$ cat config.mk
export PLATFORM = sky130hd
export DESIGN_NAME = fwd_hazard_unit
export DESIGN_NICKNAME = d
export VERILOG_FILES = /design/src/rtl/fwd_hazard_unit.sv
export SDC_FILE = /design/constraint.sdc
export NUM_CORES = 1
export LEC_CHECK = 0
export BUFFER_PORTS_ARGS = -buffer_cell sky130_fd_sc_hd__buf_2
export CAP_MARGIN = 10
export CORE_UTILIZATION = 25
export CTS_CLUSTER_DIAMETER = 60
export CTS_CLUSTER_SIZE = 28
export DETAILED_ROUTE_END_ITERATION = 10
export PLACE_DENSITY_LB_ADDON = 0.3
export REMOVE_ABC_BUFFERS = 1
export SLEW_MARGIN = 20
export SYNTH_ARGS = -nofsm -noshare
export SYNTH_HDL_FRONTEND = slang
export SYNTH_SLANG_ARGS = --single-unit
export TNS_END_PERCENT = 50
$ cat constraint.sdc
create_clock -name clk -period 2.85 [get_ports clk]
set_clock_uncertainty 0.15 [all_clocks]
set_input_delay 0.285 -clock clk [delete_from_list [all_inputs] [get_ports clk]]
set_output_delay 0.285 -clock clk [all_outputs]
set_load 0.02 [all_outputs]
$ cat src/rtl/fwd_hazard_unit.sv
// Forwarding and load-use hazard unit for the EX stage, tracking DEPTH in-flight destination tags.
// Optional statistics counters (fwd_count, stall_count) are built when FWD_STATS_EN is defined.
module fwd_hazard_unit #(
  parameter int         REG_W    = 6,
  parameter int         DEPTH    = 2,
  parameter logic [3:0] NODEP_OP = 4'b0101,
  parameter int         CNT_W    = 16,
  parameter int         SEL_W    = $clog2(DEPTH + 2)
) (
  input  logic             clk,
  input  logic             rst,
  input  logic             ex_valid,
  input  logic [3:0]       ex_op,
  input  logic [REG_W-1:0] ex_rs,
  input  logic [REG_W-1:0] ex_rt,
  input  logic             ex_pc_to_alu,
  input  logic             ex_const,
  input  logic [REG_W-1:0] ex_rd,
  input  logic             ex_regwrt,
  input  logic             ex_is_load,
  input  logic             flush,
  output logic [SEL_W-1:0] mux_a,
  output logic [SEL_W-1:0] mux_b,
  output logic             stall
`ifdef FWD_STATS_EN
  ,
  output logic [CNT_W-1:0] fwd_count,
  output logic [CNT_W-1:0] stall_count
`endif
);

  if (DEPTH < 2 || DEPTH > 6 || CNT_W < 1) begin : g_param_chk
    $error("fwd_hazard_unit: DEPTH must be 2..6 and CNT_W at least 1");
  end

  logic [DEPTH-1:0] tag_vld_p;
  logic [DEPTH-1:0] tag_wr_p;
  logic [REG_W-1:0] tag_rd_p [DEPTH];
  logic             tag_ld_p0;

  logic             kill;
  logic             nodep;
  logic             hit_a, hit_b;
  logic [SEL_W-1:0] fwd_a, fwd_b;
  logic             ld_use_a, ld_use_b;

  function automatic logic tag_hit(input logic vld, input logic wr,
                                   input logic [REG_W-1:0] rd, input logic [REG_W-1:0] src);
    return vld && wr && (rd != '0) && (rd == src);
  endfunction

  assign kill  = rst | flush;
  assign nodep = (ex_op == NODEP_OP);

  // Scan oldest to youngest so the youngest matching stage is the one left standing
  always_comb begin
    hit_a = 1'b0;
    hit_b = 1'b0;
    fwd_a = '0;
    fwd_b = '0;
    for (int k = DEPTH - 1; k >= 0; k--) begin
      if (tag_hit(tag_vld_p[k], tag_wr_p[k], tag_rd_p[k], ex_rs)) begin
        hit_a = 1'b1;
        fwd_a = SEL_W'(k + 2);
      end
      if (tag_hit(tag_vld_p[k], tag_wr_p[k], tag_rd_p[k], ex_rt)) begin
        hit_b = 1'b1;
        fwd_b = SEL_W'(k + 2);
      end
    end
  end

  // Only a load sitting at stage 0 is too late to forward; from stage 1 on it forwards normally
  assign ld_use_a = !ex_pc_to_alu && tag_ld_p0 &&
                    tag_hit(tag_vld_p[0], tag_wr_p[0], tag_rd_p[0], ex_rs);
  assign ld_use_b = !ex_const && tag_ld_p0 &&
                    tag_hit(tag_vld_p[0], tag_wr_p[0], tag_rd_p[0], ex_rt);

  assign stall = ex_valid && !nodep && !kill && (ld_use_a || ld_use_b);

  assign mux_a = ex_pc_to_alu ? SEL_W'(1) :
                 (nodep || stall || kill || !hit_a) ? '0 : fwd_a;
  assign mux_b = ex_const ? SEL_W'(1) :
                 (nodep || stall || kill || !hit_b) ? '0 : fwd_b;

  // Tag pipeline stage boundary: a stall inserts a bubble so the held instruction meets the load at stage 1
  always_ff @(posedge clk) begin
    if (kill) begin
      tag_vld_p <= '0;
    end else begin
      tag_vld_p <= {tag_vld_p[DEPTH-2:0], ex_valid && !stall};
    end
  end

  always_ff @(posedge clk) begin
    tag_wr_p    <= {tag_wr_p[DEPTH-2:0], ex_regwrt};
    tag_ld_p0   <= ex_is_load;
    tag_rd_p[0] <= ex_rd;
    for (int k = 1; k < DEPTH; k++) begin
      tag_rd_p[k] <= tag_rd_p[k-1];
    end
  end

`ifdef FWD_STATS_EN
  logic fwd_cyc;

  function automatic logic [CNT_W-1:0] sat_inc(input logic [CNT_W-1:0] c);
    return (&c) ? c : c + CNT_W'(1);
  endfunction

  assign fwd_cyc = !stall && (mux_a >= SEL_W'(2) || mux_b >= SEL_W'(2));

  always_ff @(posedge clk) begin
    if (rst) begin
      fwd_count   <= '0;
      stall_count <= '0;
    end else begin
      if (fwd_cyc) fwd_count <= sat_inc(fwd_count);
      if (stall)   stall_count <= sat_inc(stall_count);
    end
  end
`endif

endmodule

After elaboration in Yosys (flattened, before gate mapping)
Memory sizes are Yosys's and may differ from the RTL's.
Cells that the tools add are included.
{ "totals": {"register_bits": 5, "ram_bits": 12, "in_bits": 30, "output_inout_bits": 5, "elab_cells": 52, "memories": 1} }
{ "op_classes": {"n_eq_ne": 5, "n_mux": 12, "n_bitwise": 1, "reduce_logical": 30} }
{ "mem_list": {"columns": ["memory", "words", "word_bits", "rd", "rd_clocked_by_memory_dff", "wr", "line_no", "rtl"], "rows": [
  ["tag_rd_p", 2, 6, 2, 0, 2, "38", "logic [REG_W-1:0] tag_rd_p [DEPTH];"]
]} }
{ "op_table": {"columns": ["op", "n"], "rows": [
  ["6-bit equality test", 4],
  ["1-bit logical AND", 16],
  ["2-bit 2-to-1 mux", 8],
  ["6-bit nonzero test", 2],
  ["1-bit zero test", 7],
  ["1-bit logical OR", 5],
  ["4-bit by 3-bit equality test with 1-bit output, second input constant", 1],
  ["1-bit 2-to-1 mux", 4],
  ["1-bit bitwise OR", 1]
]} }

Longest topological paths before layout
Gate-level depths: netlist of the first run.
{ "logic_depth": {"word_depth": 11, "ltp_mapped": 5, "ltp_nobuf": 5} }

Least setup slack after synthesis of the first run
No wires, ideal clock.
{ "synth_path": {"kind": "flip-flop to output port", "from": "mem tag_rd_p[0][0]", "to": "out mux_a[1]", "t_arrival_ns": 1.851, "required_time_ns": 2.415, "path_slack_ns": 0.564, "path_stages_with_launch": 6, "cell_sequence": "dfxtp_1 -> or4_1 -> o311a_1 -> nand4_2 -> a21oi_4 -> a2111oi_2"} }
{ "synth_rtl": {"columns": ["item", "line_no", "rtl"], "rows": [
  ["from (decl)", "38", null],
  ["to (decl)", "22", "output logic [SEL_W-1:0] mux_a,"]
]} }

==> results_dict.tcl, run 1 <==
set metrics [dict create \
    status "completed" \
    required_ns 2.41 \
    maxCapViolCount 0 \
    period_share_pct 91.1 \
    synthCells 73 \
    critPathMaxFanout 6 \
    drtIter0Drc 9 \
    drtPass1Iterations 4 \
    area_delta_synth_final_pct 41.1 \
    synthesis.area_um2 806 \
    worstPathArrival_ns 2.16 \
    rr_startpoint "tag_rd_p[0][0]" \
    synth_seq_area_share_pct 42.2 \
    finalSetupViolations 0 \
    final_max_slew_viol_count 0 \
    die_h_um 58.8 \
    p_clk_share_pct 27.2 \
    hold_depth 2 \
    start_kind "flip-flop" \
    fin_area_mm2 0.00114 \
    fmax_mhz 385 \
    drcViolationCount 0 \
    grtUsageTotal_pct 11.0 \
    power_switching_mw 0.121 \
    yosys-top-cells-count "dfxtp_1, xor2_1, xnor2_1" \
    rr_worst_depth 5 \
    cts_buffer_depth 2 \
    vias 685 \
    instances_no_fill 163 \
    r2r_setup_slack_ns 0.99 \
    wl_per_cell_um 10.9 \
    grt_overflow 0 \
    power_mw 0.471 \
    cts_buffers 3 \
    avgSynthCellArea_um2 11.0 \
    synth_cell_types 22 \
    min_to "tag_vld_p[0]" \
    slew-limit-headroom_pct 76.6 \
    routed_wl_um 1780 \
    synthFlopType "dfxtp_1" \
    io-pin-count 35 \
    period_needed_ns 2.60 \
    yosysWarnings 0 \
    worstSetupPathType "reg2out" \
    worst_pin_slew_ns 0.348 \
    cts_tree "done" \
    async_reset_ff_share_pct 0 \
    synth-edff-count 0 \
    ant_nets 0 \
    dpl.cell_count 151 \
    die-area_mm2 0.00345 \
    num_antenna_cells 0 \
    vdd_ir_drop_max_uv 240 \
    n_fill_cell 341 \
    powerDensity_mw_per_mm2 414 \
    synth_top_area_cell "dfxtp_1" \
    finalHoldViolations 0 \
    placed_area_mm2 0.00103 \
    grt_pass1_wl_um 2810 \
    dpl.hpwl_um 1540 \
    yosysMostFrequentCell "dfxtp_1" \
    num_rows 20 \
    synth_area_leaders "dfxtp_1, xor2_1, xnor2_1" \
    die_x_um 58.8 \
    cts.clk_slew.worst_paths_ns 0.10 \
    internal-power_mw 0.350 \
    yosysTopAreaCellShare_pct 42.2 \
    hold_ws_ns 0.0511 \
    insertion_delay_ns 0.29 \
    globalplace.congestion 0.910 \
    htreeDepth 1 \
    clockRootBuffer "clkbuf_4" \
    fin_tns_setup_ns 0 \
    rsz0062_at_grt "no" \
    p_leak_nw 0.461 \
    synth-seq-cells 17 \
    clkSinkCount 17 \
    start_util_pct 26.4 \
    grt_pass1_vias 639 \
    hold_path_class "in2reg" \
    grt_max_degree 10 \
    vias_per_cell 4.20 \
    core_mm2 0.00305 \
    drive_above_1_share_pct 37.8 \
    antenna_found_initial 0 \
    cts_setup_buffers 0 \
    nets 150 \
    swShare_pct 25.7 \
    numPortBuffers 34 \
    p_comb_share_pct 17.2 \
    r2r_end "tag_vld_p[0]" \
    seq_power_share_pct 55.7 \
    endpoint_kind "output pin" \
    holdCritStartpoint "flush" \
]
==> registers in the layout, indices dropped and copies added, names as in the netlist <==
register	flops
tag_wr_p	2
tag_rd_p	12
tag_ld_p0	1
tag_vld_p	2
==> worst max-delay path by stage <==
stage,from,end,slack (ns)
6_report,tag_rd_p[0][0],mux_b[1],0.25
2_1_floorplan,tag_rd_p[0][0],mux_a[1],0.56
4_1_cts,tag_rd_p[0][0],mux_b[1],0.24
3_3_place_gp,tag_rd_p[0][0],mux_b[1],0.61
3_5_place_dp,tag_rd_p[0][0],mux_b[1],0.56
5_1_grt,tag_rd_p[0][0],mux_b[1],0.13
==> power by group through the flow <==
stage          combinational [mW]  sequential [mW]  clock, mW
2_1_floorplan              0.0395            0.264          0
3_3_place_gp               0.0726            0.268          0
3_5_place_dp               0.0732            0.268          0
4_1_cts                    0.0818            0.262      0.130
5_1_grt                    0.0878            0.264      0.143
6_report                   0.0809            0.262      0.128
==> critical path, cell delays in order, from the launching register on <==
cell       delay, ns
dfxtp_1         0.35
or4_1           0.53
o311a_1         0.35
nand4_2         0.13
a21oi_4         0.06
a2111oi_2       0.23
buf_2           0.22
==> per-stage QoR <==
step           util, %  worst slack, ns
2_1_floorplan        -            0.564
3_3_place_gp      33.8            0.611
3_5_place_dp      33.8            0.564
4_1_cts           37.3            0.238
5_1_grt           37.3            0.130
6_report          37.3            0.254
==> kinds of logic (layout without fill, tap and decap cells) <==
logic type | after synthesis | in the layout | synth area share (%)
AOI/OAI and AO/OA | 7 | 7 | 10.1
DFF | 17 | 17 | 42.2
buffers and inverters | 0 | 46 | 0
xor gates and xnor gates | 24 | 24 | 26.1
and+or+nand+nor | 25 | 25 | 21.6
==> final cells by class <==
class	count	area (um2)	share of cell area, %
repair buffers	42	250	22.0
well taps	44	55.1	4.84
flip-flops and latches	17	340	29.9
multi-input cells	56	465	40.9
clock buffers	4	26.3	2.31
==> layer usage <==
metal  global-route usage (%)  wire [um]
met2                     19.0        880
met5                        0          0
met4                     3.06         15
met3                     2.86         79
met1                     13.5        807
==> placed cells by master (no fill, tap or decap) <==
| cell type | count |
|---|---|
| xnor2_1 | 8 |
| nor4_1 | 1 |
| o311a_1 | 2 |
| dlygate4sd3_1 | 8 |
| nor3b_1 | 1 |
| nor3_1 | 3 |
| a21oi_4 | 1 |
| nor2b_1 | 1 |
| nand3b_1 | 2 |
| or4_1 | 2 |
| nor2_2 | 2 |
| nand3_1 | 4 |
| or3_1 | 1 |
| xor2_1 | 16 |
| nand2_1 | 2 |
| buf_2 | 34 |
| nand4_2 | 1 |
| nor4_2 | 1 |
| nor4bb_1 | 1 |
| nor4b_2 | 1 |
| o21bai_1 | 2 |
| clkbuf_1 | 1 |
| a2111oi_2 | 2 |
| dfxtp_1 | 17 |
| nand4_1 | 2 |
| clkbuf_4 | 3 |
==> what timing repair did <==
action / 4_1_cts / 5_1_grt
hold endpoints to repair: 8 / 0
gates resized for setup: 0 / 0
hold buffers: 8 / 0
Power figures use the tool's default switching activity.
==> run 2: changes to the inputs <==
==> constraint.sdc (replaced) <==
create_clock -name clk -period 2.85 [get_ports clk]
set_clock_uncertainty 0.15 [all_clocks]
set_input_delay 0.285 -clock clk [delete_from_list [all_inputs] [get_ports clk]]
set_output_delay 0.285 -clock clk [all_outputs]
set_load 0.005 [all_outputs]
==> run 2 against run 1 <==
Net effect: sequential share of layout area shrank 0.098 points; non-clock buffer count unchanged; clock power hardly changed; design area rose by 0.33%; wire length is 3.4% lower; final cell count unchanged; via count increased by 1.9%; power about the same; largest power group unchanged; hold slack worse by 0.0026 ns; die area is the same; clock-buffer cell count down 1.
==> results_dict.tcl, run 2 (synthesized netlist as in run 1, its figures left out) <==
set metrics [dict create \
    status "completed" \
    critPathLaunch "tag_rd_p[0][0]" \
    instances_no_fill 163 \
    worstPathArrival_ns 2.08 \
    numPortBuffers 34 \
    antenna_found_initial 0 \
    area_delta_synth_final_pct 41.6 \
    insertion_delay_ns 0.29 \
    finalHoldViolations 0 \
    die-area_mm2 0.00345 \
    rr_startpoint "tag_rd_p[0][0]" \
    endpoint_kind "output pin" \
    critPathMaxStageDelay_ns 0.53 \
    largest_reg_flops 12 \
    grt_max_degree 12 \
    critPathBufInv 1 \
    final_common_cell "buf_2" \
    cts.clk_slew.worst_paths_ns 0.10 \
    worst_pin_slew_ns 0.374 \
    final_max_slew_viol_count 0 \
    cp_top_family "simple AND/OR/NAND/NOR gates" \
    dpl.cell_count 151 \
    cts_buffers 3 \
    rsz0062_at_grt "no" \
    seq_area_um2 340 \
    vdd_ir_drop_max_uv 267 \
    required_ns 2.41 \
    vias_per_cell 4.28 \
    cp_slowest_cell "or4_1" \
    clkSinkCount 17 \
    start_kind "flip-flop" \
    worstSetupPathType "reg2out" \
    multiInputGateArea_um2 465 \
    crit_chain "or4_1 -> o311a_1 -> nand4_2 -> a21oi_4 -> a2111oi_2 -> buf_2" \
    grt_overflow 0 \
    period_needed_ns 2.51 \
    holdCritStartpoint "flush" \
    fin_tns_setup_ns 0 \
    reg.largest.list "tag_rd_p x12, tag_vld_p x2, tag_wr_p x2" \
    nets 150 \
    clockRootBuffer "clkbuf_4" \
    wl_per_cell_um 10.6 \
    drive_above_1_share_pct 38.7 \
    io-pin-count 35 \
    period_share_pct 88.2 \
    powerDensity_mw_per_mm2 413 \
    num_rows 20 \
    htreeDepth 1 \
    grtUsageTotal_pct 10.7 \
    dpl.hpwl_um 1500 \
    maxCapViolCount 0 \
    start_util_pct 26.4 \
    fmax_mhz 398 \
    grt_pass1_vias 627 \
    num_antenna_cells 0 \
    die_h_um 58.8 \
    mostFrequentLayoutCells "buf_2, dfxtp_1, xor2_1" \
    slew-limit-headroom_pct 74.8 \
    vias 698 \
    finalSetupViolations 0 \
    cts_buffer_depth 2 \
    n_fill_cell 330 \
    hold_path_class "in2reg" \
    registers.top_by_ff_count "tag_rd_p" \
    grt_pass1_wl_um 2690 \
    ctsResizeCount 0 \
    ant_nets 0 \
    core_mm2 0.00305 \
    die_x_um 58.8 \
    critPathMaxFanout 6 \
    drcViolationCount 0 \
    drtIter0Drc 16 \
    globalplace.congestion 0.907 \
    drtPass1Iterations 4 \
    routed_wl_um 1720 \
    cts_tree "done" \
    p_leak_nw 0.460 \
]
## run 2: cell count changes in the layout (fill, tap and decap cells not counted)
cell	previous run	this run
clkbuf_1	1	0
clkinvlp_4	0	1
## run 2: layer usage
metal  routed length (um)  vias to the layer above  track usage (%)
li1                     -                      359                -
met1                  734                      324             12.4
met5                    0                        -                0
met4                   10                        0             5.10
met2                  888                       13             17.9
met3                   89                        2             3.08
## run 2: final cells by class
| cell class | instances | share of cell area, % |
|---|---|---|
| Clock buffer | 3 | 1.97 |
| Clock inverter | 1 | 0.658 |
| Multi-Input combinational cell | 56 | 40.8 |
| Sequential cell | 17 | 29.8 |
| Tap cell | 44 | 4.82 |
| Timing Repair Buffer | 42 | 21.9 |
## run 2: metrics by stage
stage	area, um2	hold WS (ns)	worst slack [ns]	power [mW]	util, %
2_1_floorplan	806	0.163	0.845	0.302	-
3_3_place_gp	1030	0.203	0.663	0.339	33.8
3_5_place_dp	1030	0.200	0.639	0.338	33.8
4_1_cts	1140	0.0364	0.296	0.479	37.4
5_1_grt	1140	0.0345	0.199	0.497	37.4
6_report	1140	0.0485	0.336	0.471	37.4
## run 2: final timing paths
path | end | slack [ns] | cells after the start
setup / recovery | mux_b[1] | 0.34 | 6
hold reg to reg | tag_wr_p[1] | 0.22 | 0
setup reg to reg | tag_vld_p[0] | 1.00 | 5
hold / removal | tag_vld_p[0] | 0.05 | 2
## run 2: timing repair
item,CTS,global route
endpoints found under the hold margin,8,0
hold buffers,8,0
setup buffers,0,0
## run 2: power breakdown
group	internal (mW)	switching, mW
logic	0.0457	0.0328
registers	0.250	0.0124
clock network	0.0533	0.0769
## run 2: worst reg2reg max path, stage by stage, from the launching register on
cell     delay, ns
dfxtp_1       0.36
or4_1         0.53
o311a_1       0.34
nand4_2       0.13
a21oi_4       0.06
nor4b_2       0.20
